<file path="src/rtl/status_vector_sched.sv">
// status_vector_sched
//   Shift-queue scheduler shared by N_REQ push requesters and one pull consumer.
//   The head of the queue is always entry [0]. An accepted pull shifts every
//   entry down by one. A push is written just above the last valid entry.
//   Push arbitration is round-robin, starting at a registered pointer.
//
//   Optional build macro STATUS_VECTOR_SCHED_STATS_EN adds two outputs:
//     hwm_o      : high-water mark of count_o since reset or flush
//     drop_cnt_o : saturating count of cycles in which a push was blocked by full
//
// Ports
//   clk_i, rst_i   clock, synchronous active-high reset
//   req_valid_i    per-requester push request
//   req_value_i    push data, requester k at [k*WIDTH +: WIDTH]
//   req_ready_o    one-hot grant
//   pull_i         consumer pulls the head entry
//   flush_i        discard all entries (has priority over push and pull)
//   head_valid_o   entry [0] is valid
//   head_value_o   entry [0] value (0 when empty)
//   count_o        occupancy
//   full_o         count_o == DEPTH
//   empty_o        count_o == 0

// One queue slot. A load (push) takes priority over a shift (pull).
module status_vector_entry #(
  parameter int WIDTH = 8
) (
  input  logic             clk_i,
  input  logic             rst_i,
  input  logic             load,
  input  logic             shift,
  input  logic [WIDTH-1:0] load_val,
  input  logic [WIDTH-1:0] shift_val,
  output logic [WIDTH-1:0] q
);
  always_ff @(posedge clk_i) begin
    if (rst_i)      q <= '0;
    else if (load)  q <= load_val;
    else if (shift) q <= shift_val;
  end
endmodule

module status_vector_sched #(
  parameter int WIDTH = 8,
  parameter int DEPTH = 8,
  parameter int N_REQ = 4,
  localparam int CW = $clog2(DEPTH+1),
  localparam int PW = (N_REQ > 1) ? $clog2(N_REQ) : 1
) (
  input  logic                   clk_i,
  input  logic                   rst_i,
  input  logic [N_REQ-1:0]       req_valid_i,
  input  logic [N_REQ*WIDTH-1:0] req_value_i,
  output logic [N_REQ-1:0]       req_ready_o,
  input  logic                   pull_i,
  input  logic                   flush_i,
  output logic                   head_valid_o,
  output logic [WIDTH-1:0]       head_value_o,
  output logic [CW-1:0]          count_o,
  output logic                   full_o,
`ifdef STATUS_VECTOR_SCHED_STATS_EN
  output logic [CW-1:0]          hwm_o,
  output logic [15:0]            drop_cnt_o,
`endif
  output logic                   empty_o
);
  logic [DEPTH-1:0][WIDTH-1:0] data;
  logic [DEPTH-1:0]            vld, vld_nxt;
  logic [CW-1:0]               cnt, cnt_nxt, wr_idx;
  logic [PW-1:0]               ptr, ptr_nxt;
  logic [PW-1:0]               gnt_idx;
  logic                        gnt_any, push, eff_pull, push_ok;
  logic [WIDTH-1:0]            push_val;
  int                          idx;

  assign empty_o  = (cnt == '0);
  assign full_o   = (cnt == CW'(DEPTH));
  assign count_o  = cnt;
  assign eff_pull = pull_i & ~empty_o & ~flush_i;
  // A simultaneous pull frees a slot, so a full queue can still accept a push.
  assign push_ok  = ~flush_i & (~full_o | eff_pull);

  // Round-robin: the first asserted request at or after ptr wins.
  always_comb begin
    gnt_any     = 1'b0;
    gnt_idx     = '0;
    req_ready_o = '0;
    idx         = 0;
    for (int i = 0; i < N_REQ; i++) begin
      idx = int'(ptr) + i;
      if (idx >= N_REQ) idx = idx - N_REQ;
      if (!gnt_any && req_valid_i[idx]) begin
        gnt_any = 1'b1;
        gnt_idx = PW'(idx);
      end
    end
    if (gnt_any && push_ok) req_ready_o[gnt_idx] = 1'b1;
  end

  assign push     = gnt_any & push_ok;
  assign push_val = req_value_i[gnt_idx*WIDTH +: WIDTH];
  // After a shift the first free slot is one lower.
  assign wr_idx   = eff_pull ? cnt - CW'(1) : cnt;
  assign ptr_nxt  = (gnt_idx == PW'(N_REQ-1)) ? '0 : gnt_idx + PW'(1);

  always_comb begin
    cnt_nxt = cnt;
    if (flush_i)                cnt_nxt = '0;
    else if (push && !eff_pull) cnt_nxt = cnt + CW'(1);
    else if (eff_pull && !push) cnt_nxt = cnt - CW'(1);
    // The valid mask is a thermometer of the occupancy.
    vld_nxt = '0;
    for (int i = 0; i < DEPTH; i++) vld_nxt[i] = (CW'(i) < cnt_nxt);
  end

  always_ff @(posedge clk_i) begin
    if (rst_i) begin
      cnt <= '0;
      vld <= '0;
      ptr <= '0;
    end else begin
      cnt <= cnt_nxt;
      vld <= vld_nxt;
      if (push) ptr <= ptr_nxt;
    end
  end

  for (genvar g = 0; g < DEPTH; g++) begin : g_ent
    logic [WIDTH-1:0] shift_val;
    if (g == DEPTH-1) begin : g_top
      assign shift_val = '0;
    end else begin : g_mid
      assign shift_val = data[g+1];
    end
    status_vector_entry #(.WIDTH(WIDTH)) u_ent (
      .clk_i     (clk_i),
      .rst_i     (rst_i),
      .load      (push && (wr_idx == CW'(g))),
      .shift     (eff_pull),
      .load_val  (push_val),
      .shift_val (shift_val),
      .q         (data[g])
    );
  end

  assign head_valid_o = vld[0];
  assign head_value_o = vld[0] ? data[0] : '0;

`ifdef STATUS_VECTOR_SCHED_STATS_EN
  always_ff @(posedge clk_i) begin
    if (rst_i || flush_i) begin
      hwm_o      <= '0;
      drop_cnt_o <= '0;
    end else begin
      if (cnt > hwm_o) hwm_o <= cnt;
      if (|req_valid_i && full_o && !eff_pull && drop_cnt_o != 16'hFFFF)
        drop_cnt_o <= drop_cnt_o + 16'd1;
    end
  end
`endif
endmodule

</file>
<file path="config.mk">
export PLATFORM = sky130hd
export DESIGN_NAME = status_vector_sched
export DESIGN_NICKNAME = d
export VERILOG_FILES = /design/src/rtl/status_vector_sched.sv
export SDC_FILE = /design/constraint.sdc
export NUM_CORES = 1
export LEC_CHECK = 0
export ABC_CLOCK_PERIOD_IN_PS = 3050
export CAP_MARGIN = 20
export CORE_AREA = 4 4 86 96
export DETAILED_ROUTE_END_ITERATION = 8
export DIE_AREA = 0 0 90 100
export GPL_TIMING_DRIVEN = 0
export PLACE_DENSITY_LB_ADDON = 0.05
export SYNTH_ARGS = -nofsm -noshare
export SYNTH_HDL_FRONTEND = slang
export SYNTH_SLANG_ARGS = --single-unit
</file>
<file path="constraint.sdc">
create_clock -name clk_i -period 3.05 [get_ports clk_i]
set_input_delay 0.61 -clock clk_i [delete_from_list [all_inputs] [get_ports clk_i]]
set_output_delay 0.61 -clock clk_i [all_outputs]
set_load 0.1 [all_outputs]
</file>
**Yosys cells after proc, flatten, opt, wreduce, memory -nomap -nowiden**

Index checks and enable logic that the tools add are counted.

- Bits in registers: 71
- Input port bits: 40
- Output and inout bits: 19
- Logic and storage cells: 129

- $add $sub $neg: 10
- Magnitude comparators: 11
- Equality and inequality tests: 9
- Shift-type cells: 1
- Multiplexer cells: 49
- Bitwise logic cells: 8
- Reduce and logical (&&, ||, !) cells: 30

Operators by type and width:

| cell | count |
|---|---|
| 8-bit two-way mux | 17 |
| 32-bit by 4-bit < comparator with 1-bit output, second input constant | 4 |
| 32-bit two-way mux | 4 |
| 32-bit by 6-bit indexed part select with 8-bit output | 1 |
| 4-bit two-way mux | 5 |
| 4-bit by 3-bit == test with 1-bit output, second input constant | 4 |
| 2-bit nonzero test | 8 |
| 1-bit logical AND | 15 |
| 1-bit two-way mux | 13 |
| 3-bit by 3-bit subtractor with 4-bit output, second input constant | 3 |
| 2-bit two-way mux | 5 |
| 3-bit >= comparator, second input constant | 3 |
| 1-bit binary-select mux with 2-bit select | 4 |
| 4-bit by 2-bit == test with 1-bit output, second input constant | 2 |
| 4-bit logical NOT | 2 |
| 2-bit by 2-bit adder with 3-bit output, second input constant | 2 |
| 1-bit logical NOT | 5 |
| 4-bit by 1-bit adder with 4-bit output, second input constant | 1 |
| 1-bit AND | 4 |
| 4-bit by 1-bit == test with 1-bit output, second input constant | 1 |
| 4-bit == test, second input constant | 1 |
| 1-bit by 4-bit < comparator with 1-bit output, first input constant | 1 |
| 2-bit by 3-bit subtractor with 4-bit output, second input constant | 1 |
| 4-bit by 1-bit subtractor with 4-bit output, second input constant | 1 |
| 9 further kinds | 11 |

**Longest topological paths before layout**

- Word-level depth: 22
- Gate-level depth with buffers: 11
- Depth with buffers taken out: 8

**Cells and area by module**

Synthesis repeated with hierarchy kept, for this count alone.

- Cell total of the unflattened synthesis: 435
- Area total of the unflattened synthesis: 4112.7 µm²

By module, submodules not included:

| module | times used | cells an instance | area an instance (µm²) | seq. area each (µm²) |
|---|---|---|---|---|
| status_vector_entry | 8 | 35 | 369.1 | 160.2 |
| status_vector_sched | 1 | 155 | 1159.9 | 140.1 |

**Worst setup path before layout**

Ideal clock, no wire load.

- Path type: register -> register
- Start: reg cnt[0], in the netlist count_o[0]
- End: reg g_ent[5].u_ent.q[7]
- Setup time: 0.070 ns
- Data arrival time: 3.915 ns
- Required time: 2.980 ns
- Slack: -0.934 ns
- Cell stages (with the launch flop): 12
- Path buffers: 4
- Period minus slack after synthesis: 3.984 ns
- Cell sequence: dfxtp_1 > buf_4 > inv_1 > ha_1 > nor3b_2 > or2_1 > buf_2 > buf_4 > clkbuf_1 > nand2_1 > a31o_2 > a21oi_1

- Word-level cells in the longest chain between the ends: 9
- Elaborated cells on any way between the ends: 15
- Classes of those cells: add/sub (1); eq/ne (2); mux (2); bitwise (7); reduce/logical (3)

Ends and longest elaborated chain:

| element | line | source |
|---|---|---|
| from (decl) | 69 | `logic [CW-1:0] cnt, cnt_nxt, wr_idx;` |
| from (signal assigned) | 122 | `cnt <= cnt_nxt;` |
| 4-bit logical NOT * | 76 | `assign empty_o = (cnt == '0);` |
| via empty_o | 65 | `output logic empty_o` |
| 1-bit NOT * | 79 | `assign eff_pull = pull_i & ~empty_o & ~flush_i;` |
| 1-bit AND * (2 in a row) | 79 |  |
| 1-bit OR | 81 | `assign push_ok = ~flush_i & (~full_o \| eff_pull);` |
| 1-bit AND | 81 |  |
| 1-bit AND | 100 | `assign push = gnt_any & push_ok;` |
| 1-bit logical AND | 138 | `.load (push && (wr_idx == CW'(g))),` |
| 8-bit two-way mux / 2-bit nonzero test (equally long branches) | -- |  |
| to (signal assigned) | 38 | `else if (load) q <= load_val;` |
| to (signal assigned) | 39 | `else if (shift) q <= shift_val;` |
| to (decl) | 34 | `output logic [WIDTH-1:0] q` |

The timed path passes the listed nets; every way through them passes the cells marked *.
A chain may end at the register's enable or synchronous reset.

**Final worst setup path**

- Start: in req_valid_i[3]
- End: out req_ready_o[0]

- Word-level cells in the longest chain between the ends: 18
- Elaborated cells on any way between the ends: 33
- Classes of those cells: order compare (2); mux (23); reduce/logical (8)

Ends and longest elaborated chain:

| element | line | source |
|---|---|---|
| from (decl) | 52 | `input logic [N_REQ-1:0] req_valid_i,` |
| 1-bit binary-select mux with 2-bit select | 92 | `if (!gnt_any && req_valid_i[idx]) begin` |
| 1-bit two-way mux (implied by the code) (2 in a row) | 92 |  |
| 1-bit two-way mux | 92 |  |
| 1-bit logical NOT | 92 |  |
| 1-bit logical AND | 92 |  |
| 1-bit two-way mux | 92 |  |
| 1-bit logical NOT | 92 |  |
| 1-bit logical AND | 92 |  |
| 1-bit two-way mux | 92 |  |
| 1-bit logical NOT | 92 |  |
| 1-bit logical AND | 92 |  |
| 2-bit two-way mux | 92 |  |
| 2-bit by 3-bit < comparator with 1-bit output (implied by the code) / 2-bit by 1-bit >= comparator with 1-bit output (equally long branches) | 97 | `if (gnt_any && push_ok) req_ready_o[gnt_idx] = 1'b1;` |
| 1-bit logical AND (implied by the code) | 97 |  |
| 1-bit two-way mux (implied by the code) | 97 |  |
| 1-bit demux with 2-bit select | 97 |  |
| 4-bit two-way mux * | 97 |  |
| to (decl) | 54 | `output logic [N_REQ-1:0] req_ready_o,` |

Mark *: on every way between the ends. The rest lies on a longest branch, timed or not. The select of a mux whose other input is x is not followed.

==> results.json <==
{
  "grt_pass1_vias": 3712,
  "crit_family": "buffers and inverters",
  "drc": 0,
  "ys_warn_count": 0,
  "irDropWorstVdd_uv": 336.5,
  "syn-instance-count": 493,
  "rsz0062_at_grt": "no",
  "avgSynthCellArea_um2": 7.873,
  "arrival_ps": 2340,
  "cts_tree": "done",
  "io_buffers": 57,
  "drt_iter0_markers": 274,
  "fin_area_mm2": 0.004875,
  "area_growth_pct": 25.60,
  "clockRootBuffer": "clkbuf_8",
  "synthFlopType": "dfxtp_1",
  "synth_commonest_cells": "91 x nand2_1, 76 x nor2_1, 71 x dfxtp_1, 44 x a21oi_1, 37 x a31o_2",
  "antenna_cells": 0,
  "placed_cell_area_mm2": 0.004603,
  "setup_violations": 0,
  "initial_core_util": 0.5311,
  "hold_violations": 0,
  "synth_top_area_share": 0.3662,
  "critPathMaxFanout": 6,
  "yosysTopAreaCell": "dfxtp_1",
  "clk_latency_ps": 350,
  "synthTopCellsByArea": "dfxtp_1 37%, nand2_1 8.8%, a31o_2 8.3%",
  "routed-via-count": 3814,
  "vias_per_cell": 5.805,
  "cts_hold_buf": 0,
  "ant_nets": 0,
  "min_period_ps": 2945,
  "placedCellCount": 638,
  "firstDrtPassIters": 6,
  "holdWs_ps": 459.3,
  "cpPeakStageDelay_ps": 530,
  "htree_levels": 3,
  "post_drt_wl_per_cell_um": 16.98,
  "critPathBufInv": 4,
  "grt_use_total": 0.2500,
  "worstPathRequired_ps": 2440,
  "cpMaxStageDelayCell": "clkdlybuf4s50_1",
  "gp_congestion": 0.9140,
  "dieWidth_um": 90,
  "core_area_mm2": 0.007308,
  "worstMarginPinSlew_ps": 982.3,
  "final_nets": 611,
  "maxSlewHeadroom": 0.3431,
  "fmax_mhz": 339.6,
  "min_period_over_period": 0.9656,
  "die_h_um": 100,
  "ys_types": 45,
  "p_leak_nw": 1.798,
  "power.density_mw_per_mm2": 464.1,
  "clockBufferDepth": 2,
  "status": "completed",
  "cts.clk_slew.worst_paths_ps": 70,
  "std_cell_rows": 33,
  "drive_above_1_share": 0.1982,
  "maxSlewViolCount": 0,
  "cts.sinks": 71,
  "grt_pass1_wl_mm": 18.17,
  "path_cells": "clkdlybuf4s50_1 > a21oi_1 > a311oi_2 > buf_4 > inv_1 > ha_1 > and2_2 > buf_12",
  "grt_max_degree": 20,
  "synth_seq_cells": 71,
  "drv_cap": 0,
  "crit_path_end_kind": "primary output",
  "fin_cells": 657,
  "synth_nets": 539,
  "final.fill_count": 675,
  "critPathKind": "input pin to primary output",
  "ys_async_sr_fraction": 0,
  "dieArea_mm2": 0.009000,
  "numCtsBuffers": 9,
  "top_level_ports": 59,
  "fin_setup_tns_ps": 0,
  "yosysSeqAreaShare": 0.3662,
  "dpl.hpwl_mm": 8.042,
  "synth_area_mm2": 0.003881,
  "finalWirelength_mm": 11.15,
  "hp-class": "flip-flop to flip-flop",
  "grt_overflow_total": 0,
  "skew_ps": 8.428,
  "critPathLaunchType": "input pin",
  "grt_antenna_before_repair": 0,
  "synth.most_common_cell": "nand2_1",
  "synth-edff-count": 0
}
layer usage:
layer	GRT usage	up-vias	share of wire
met3	0.04573	21	0.057
li1	-	1850	-
met4	0.08245	0	0.023
met2	0.4489	118	0.52
met1	0.3033	1825	0.40
met5	0	-	0
cell type report:
class	count	area, um2	share of cell area
inverter	7	26.28	0.005390
timing repair buffer	62	621.8	0.1276
multi-input combinational	376	2276	0.4669
clock inverter	6	68.82	0.01412
tap	87	108.9	0.02233
sequential	71	1431	0.2936
clock buffer	10	127.6	0.02618
buffer	38	214.0	0.04389
registers in the layout (all words and copies together) (netlist names):
register       cells
vld                1
count_o            4
g_ent.u_ent.q     64
ptr                2
timing repair:
| action | CTS | global route |
|---|---|---|
| pin swaps | 0 | 2 |
| setup buffers | 3 | 1 |
| gates resized for setup | 42 | 10 |
| endpoints found under the setup margin | 6 | 5 |
| gates cloned | 0 | 0 |
tightest hold or removal path: stages (launching register included):
cell	delay (ps)
dfxtp_1	330
nand2_1	60
o21ai_2	50
power breakdown:
| part | switching [mW] | leakage, nW | total, mW | internal (mW) |
|---|---|---|---|---|
| sequential | 0.0215 | 0.578 | 0.979 | 0.957 |
| clock | 0.374 | 0.0934 | 0.756 | 0.383 |
| combinational | 0.325 | 1.13 | 0.527 | 0.202 |
logic make-up (layout without fill, tap and decap cells):
kind of cell	after synthesis	after routing	synth area share
muxes	28	28	0.07479
DFF	71	71	0.3662
xor gates and xnor gates	5	5	0.01128
AOI/OAI and AO/OA	124	124	0.2270
adders and majority gates	6	6	0.01934
buffers and inverters	46	123	0.05513
and+or+nand+nor	213	213	0.2463
cell usage in the layout, fill, tap and decap left out, types with 5 or more instances in the layout:
master	count
nand2b_1	5
nor2_1	76
a211oi_1	17
clkbuf_1	22
buf_4	10
nand2_1	91
a31o_2	37
o21ai_2	8
a21oi_1	43
inv_1	7
ha_1	5
buf_6	7
mux2i_1	20
clkbuf_8	9
dfxtp_1	67
and2_1	10
clkdlybuf4s50_1	48
mux2_2	8
per-stage QoR:
stage	setup slack, ps	power, mW	utilization
6_report	104.9	2.262	0.6670
4_1_cts	2.583	2.262	0.6632
3_3_place_gp	-1199	1.490	0.6288
2_1_floorplan	0.9441	1.329	-
3_5_place_dp	-1211	1.500	0.6299
5_1_grt	0.8062	2.366	0.6670
final timing paths:
| kind | from | depth (start not counted) | endpoint | slack [ps] |
|---|---|---|---|---|
| worst max-delay path | req_valid_i[3] | 8 | req_ready_o[0] | 100 |
| worst min-delay path | g_ent[7].u_ent.q[6]$_SDFFE_PP0P_ | 2 | g_ent[7].u_ent.q[6]$_SDFFE_PP0P_ | 460 |
| worst max register to register | count_o[0]$_SDFF_PP0_ | 10 | g_ent[2].u_ent.q[5]$_SDFFE_PP0P_ | 310 |
| worst min register to register | g_ent[7].u_ent.q[6]$_SDFFE_PP0P_ | 2 | g_ent[7].u_ent.q[6]$_SDFFE_PP0P_ | 460 |
Power figures use the tool's default switching activity.
==> edit 1: new RTL, config.mk and constraints unchanged <==
`WIDTH` is set to 8 in 2 places; all go to 10.
--- a/src/rtl/status_vector_sched.sv
+++ b/src/rtl/status_vector_sched.sv
@@ -24,5 +24,5 @@
 // One queue slot. A load (push) takes priority over a shift (pull).
 module status_vector_entry #(
-  parameter int WIDTH = 8
+  parameter int WIDTH = 10
 ) (
   input  logic             clk_i,
@@ -42,5 +42,5 @@
 
 module status_vector_sched #(
-  parameter int WIDTH = 8,
+  parameter int WIDTH = 10,
   parameter int DEPTH = 8,
   parameter int N_REQ = 4,
Ports: changed (resized head_value_o and req_value_i); port bits go from 59 to 69. The function was not compared with the original's and may differ.
==> edit 1 against the unedited design <==
Synthesized area up 19%; design area up 17%; critical path type unchanged; routed wire length up 22%; largest power group unchanged; die area unchanged; clock power down 1%; total power up 23%; first-iteration DRC count up 81%; sequential cell count up 16; setup slack worse by 52 ps; highest routed layer unchanged.
==> edit 1: results (changes against the unedited design) <==
placed_design:
  io_buffers: 68  # +19%
  dp_cells: 729  # +14%
  dp_slack_ps: -1480  # -266 ps
  placed_cell_area_um2: 5440  # +18%
  place_congestion: 0.947  # +3.6%
worst_hold_path:
  min_to: "g_ent[7].u_ent.q[0]"
  hold_path.startpoint: "g_ent[7].u_ent.q[0]"
grt:
  track_usage_pct: 30.2  # +5.2 points
  grt_max_degree: 17  # -15%
  use_met1_pct: 41.0  # +11 points
  grt_use_met2_pct: 47.4  # +2.5 points
  grt_pass1_wl_um: 22000  # +21%
  gr-usage-met3_pct: 7.27  # +2.7 points
sta:
  fin_hold_ws_ps: 467  # +7.47 ps
  skew_ps: 14.4  # +5.93 ps
  fin_crit_ps: 3000  # +51.7 ps
  worstMarginPinSlew_ps: 994  # +11.5 ps
finish:
  largest_register_ffs: 80  # +25%
  seq_area_um2: 1750  # +22%
  instances_no_fill: 746  # +14%
  layout-drive-gt1-share_pct: 18.5  # -1.3 points
  finalNetCount: 708  # +16%
yosys:
  synth.yosys.seq_area_share_pct: 37.7  # +1.1 points
  syn_avg_cell_area_um2: 8.05  # +2.3%
  synth_ff_type: "dfxtp_1"
  synth.area.mux_share_pct: 7.74  # +0.27 points
  synth-adder-area-share_pct: 1.62  # -0.31 points
  synthTopCellsByArea: "dfxtp_1, nand2_1, a31o_2"
  synth_common_cells: "nand2_1, dfxtp_1, a21oi_1"
  synth_compound_area_share_pct: 25.6  # +2.9 points
drt:
  wl_met1_um: 5940  # +32%
  first_iter_violations: 497  # +81%
  wl_met2_um: 6070  # +5.2%
  wl_met3_um: 1290  # +100%
  routed_wl_um: 13600  # +22%
critical_path:
  critPathSlowestCell: "dlygate4sd2_1"
  critPathTopFamily: "simple AND/OR/NAND/NOR gates"
  rr_endpoint: "vld[0]"
  cp-startpoint: "req_valid_i[2]"
  cp_max_fo: 11  # +5
  r2r_slack_ps: 220  # -90 ps
  r2r_start: "count_o[1]"
  cpPeakStageDelay_ps: 290  # -240 ps
run_status:
  status: "completed"
power_and_ir_drop:
  ir_drop_mv: 0.508  # +51%
[edit 1: worst min-delay path: cells and delay by family, from the launching register on]
kind | cells | cell delay [ps]
and+or+nand+nor | 1 | 50
AOI/OAI and AO/OA | 1 | 50
DFF | 1 | 320
[edit 1: power breakdown]
group | internal [mW] | leakage (nW) | switching (mW)
registers | 1.19 | 0.707 | 0.0344
clock network | 0.309 | 0.0890 | 0.436
logic | 0.297 | 1.22 | 0.527
[edit 1: cell type report]
cell class                      instances  share of cell area, %
Clock buffer                           10                   2.24
Tap cell                               87                   1.91
Clock inverter                          6                  0.945
Timing Repair Buffer                   70                   12.5
Buffer                                 42                   3.76
Inverter                                6                  0.396
Sequential cell                        87                   30.7
Multi-Input combinational cell        438                   47.5
[edit 1: repair_timing]
action	in CTS	in global routing
cloned	0	0
resized for setup	47	19
pin swaps	3	0
setup buffers	2	0
setup endpoints to repair	6	15
==> edit 2: new RTL, same flow settings <==
Without the edit above. Register the output `count_o` once more, with the module's reset; this adds one clock of latency there. The other outputs are not delayed to match.
--- a/src/rtl/status_vector_sched.sv
+++ b/src/rtl/status_vector_sched.sv
@@ -76,5 +76,11 @@
   assign empty_o  = (cnt == '0);
   assign full_o   = (cnt == CW'(DEPTH));
-  assign count_o  = cnt;
+  always_ff @(posedge clk_i) begin
+    if (rst_i) begin
+      count_o <= '0;
+    end else begin
+      count_o <= cnt;
+    end
+  end
   assign eff_pull = pull_i & ~empty_o & ~flush_i;
   // A simultaneous pull frees a slot, so a full queue can still accept a push.
Check against the original RTL: not equivalent (a bounded check fails within 4 cycles, from zero or initial values and one cycle with rst_i high).
==> edit 2 against the unedited design <==
Sequential cell count is 4 higher; critical path type unchanged; synthesized area rose by 2.0%; design area rose by 1.6%; setup slack worse by 4.7 ps; combinational power up 15%; routed wire length down 0.80%; total power up 9.7%; critical path depth increased by 1; highest routed layer unchanged.
==> edit 2: results (changes against the unedited design) <==
run_status:
  status: "completed"
placed_design:
  placed_cell_area_um2: 4650  # +0.98%
  dp_hpwl_um: 7900  # -1.8%
  dp_cells: 662  # +3.8%
  io_buffers: 58  # +1.8%
  dp_slack_ps: -1320  # -108 ps
  place_congestion: 0.889  # -2.7%
drt:
  wl_met2_um: 5520  # -4.4%
  first_iter_violations: 185  # -32%
  wl_met3_um: 544  # -15%
  routedWlPerCell_um: 16.2  # -4.4%
  via_per_inst: 5.73  # -1.3%
  wl_met1_um: 4850  # +8.2%
  first_pass_iters: 4  # -2
grt:
  antenna_found_initial: 0  # unchanged
  track_usage_pct: 25.5  # +0.48 points
  grt_pass1_vias: 3946  # +6.3%
  grt_max_degree: 13  # -35%
  grt_pass1_wl_um: 18800  # +3.6%
power_and_ir_drop:
  leakagePower_nw: 1.94  # +7.8%
  ir_drop_mv: 0.474  # +41%
finish:
  finalNetCount: 638  # +4.4%
  instances_no_fill: 682  # +3.8%
  nFillCells: 635  # -5.9%
  layout-drive-gt1-share_pct: 12.8  # -7.1 points
  biggestRegsByFlops: "g_ent.u_ent.q (64), cnt (4), count_o (4)"
critical_path:
  reg2reg_depth: 11  # +1
  r2r_slack_ps: 270  # -40 ps
  r2r_start: "cnt[1]"
  rr_endpoint: "g_ent[1].u_ent.q[7]"
  cp_max_fo: 5  # -1
  cp-startpoint: "req_valid_i[1]"
  cpPeakStageDelay_ps: 580  # +50 ps
worst_hold_path:
  hold_path.startpoint: "g_ent[7].u_ent.q[0]"
  min_to: "g_ent[7].u_ent.q[0]"
yosys:
  ys_types: 48  # +6.7%
  synth_common_cells: "nor2_1, dfxtp_1, a211oi_1"
  syn-instance-count: 517  # +4.9%
  syn_nets: 563  # +4.5%
  synth.yosys.seq_area_share_pct: 37.9  # +1.3 points
sta:
  fmaxAchievable_mhz: 339  # -0.16%
  skew_ps: 7.74  # -0.689 ps
cts:
  cts_resized: 40  # -4.8%
  cts_setup_buffers: 7  # +4
edit 2: changes by cell type after synthesis, moves of 5 or more:
cell,unedited run,this run
nor2_1,76,181
nand2_1,91,24
a211oi_1,17,58
a31o_2,37,0
a21oi_1,44,13
clkbuf_1,24,15
o21ai_2,8,0
o22ai_1,0,8
buf_2,6,13
inv_1,7,14
a31o_1,3,8
edit 2: kinds of logic after synthesis:
| logic type | Yosys count | share of synthesized area (%) |
|---|---|---|
| flip-flops | 75 | 37.9 |
| multiplexers | 27 | 7.11 |
| AND/OR/NAND/NOR | 256 | 28.8 |
| buffers and inverters | 49 | 5.18 |
| adder cells (fa/ha/maj) | 6 | 1.90 |
| AO/OA/AOI/OAI | 103 | 18.9 |
| XOR/XNOR | 1 | 0.221 |
edit 2: power breakdown:
part,total (mW),switching [mW],internal [mW]
clock network,0.823,0.373,0.450
registers,1.05,0.0281,1.02
logic,0.605,0.380,0.225
total,2.48,0.781,1.70
edit 2: tightest hold or removal path, stage by stage, from the launching register on:
cell	delay (ps)
dfxtp_1	300
inv_1	60
o22ai_1	60
edit 2: per-layer routing:
| layer | up-vias | track usage (%) |
|---|---|---|
| met5 | - | 0 |
| met4 | 0 | 7.89 |
| met3 | 19 | 3.75 |
| met2 | 99 | 44.6 |
| met1 | 1862 | 32.6 |
| li1 | 1927 | - |
edit 2: final cells by class:
type,count,share of cell area [%]
plain buffers,32,2.98
clock buffers,9,2.50
clock inverters,5,1.62
inverters,16,1.26
multi-input cells,393,46.3
flip-flops and latches,75,30.3
well taps,87,2.20
repair buffers,65,12.8
edit 2: per-stage QoR:
stage	utilization, %	hold WS [ps]
2_1_floorplan	-	435
3_3_place_gp	63.6	448
3_5_place_dp	63.6	453
4_1_cts	67.4	465
5_1_grt	67.8	489
6_report	67.8	466
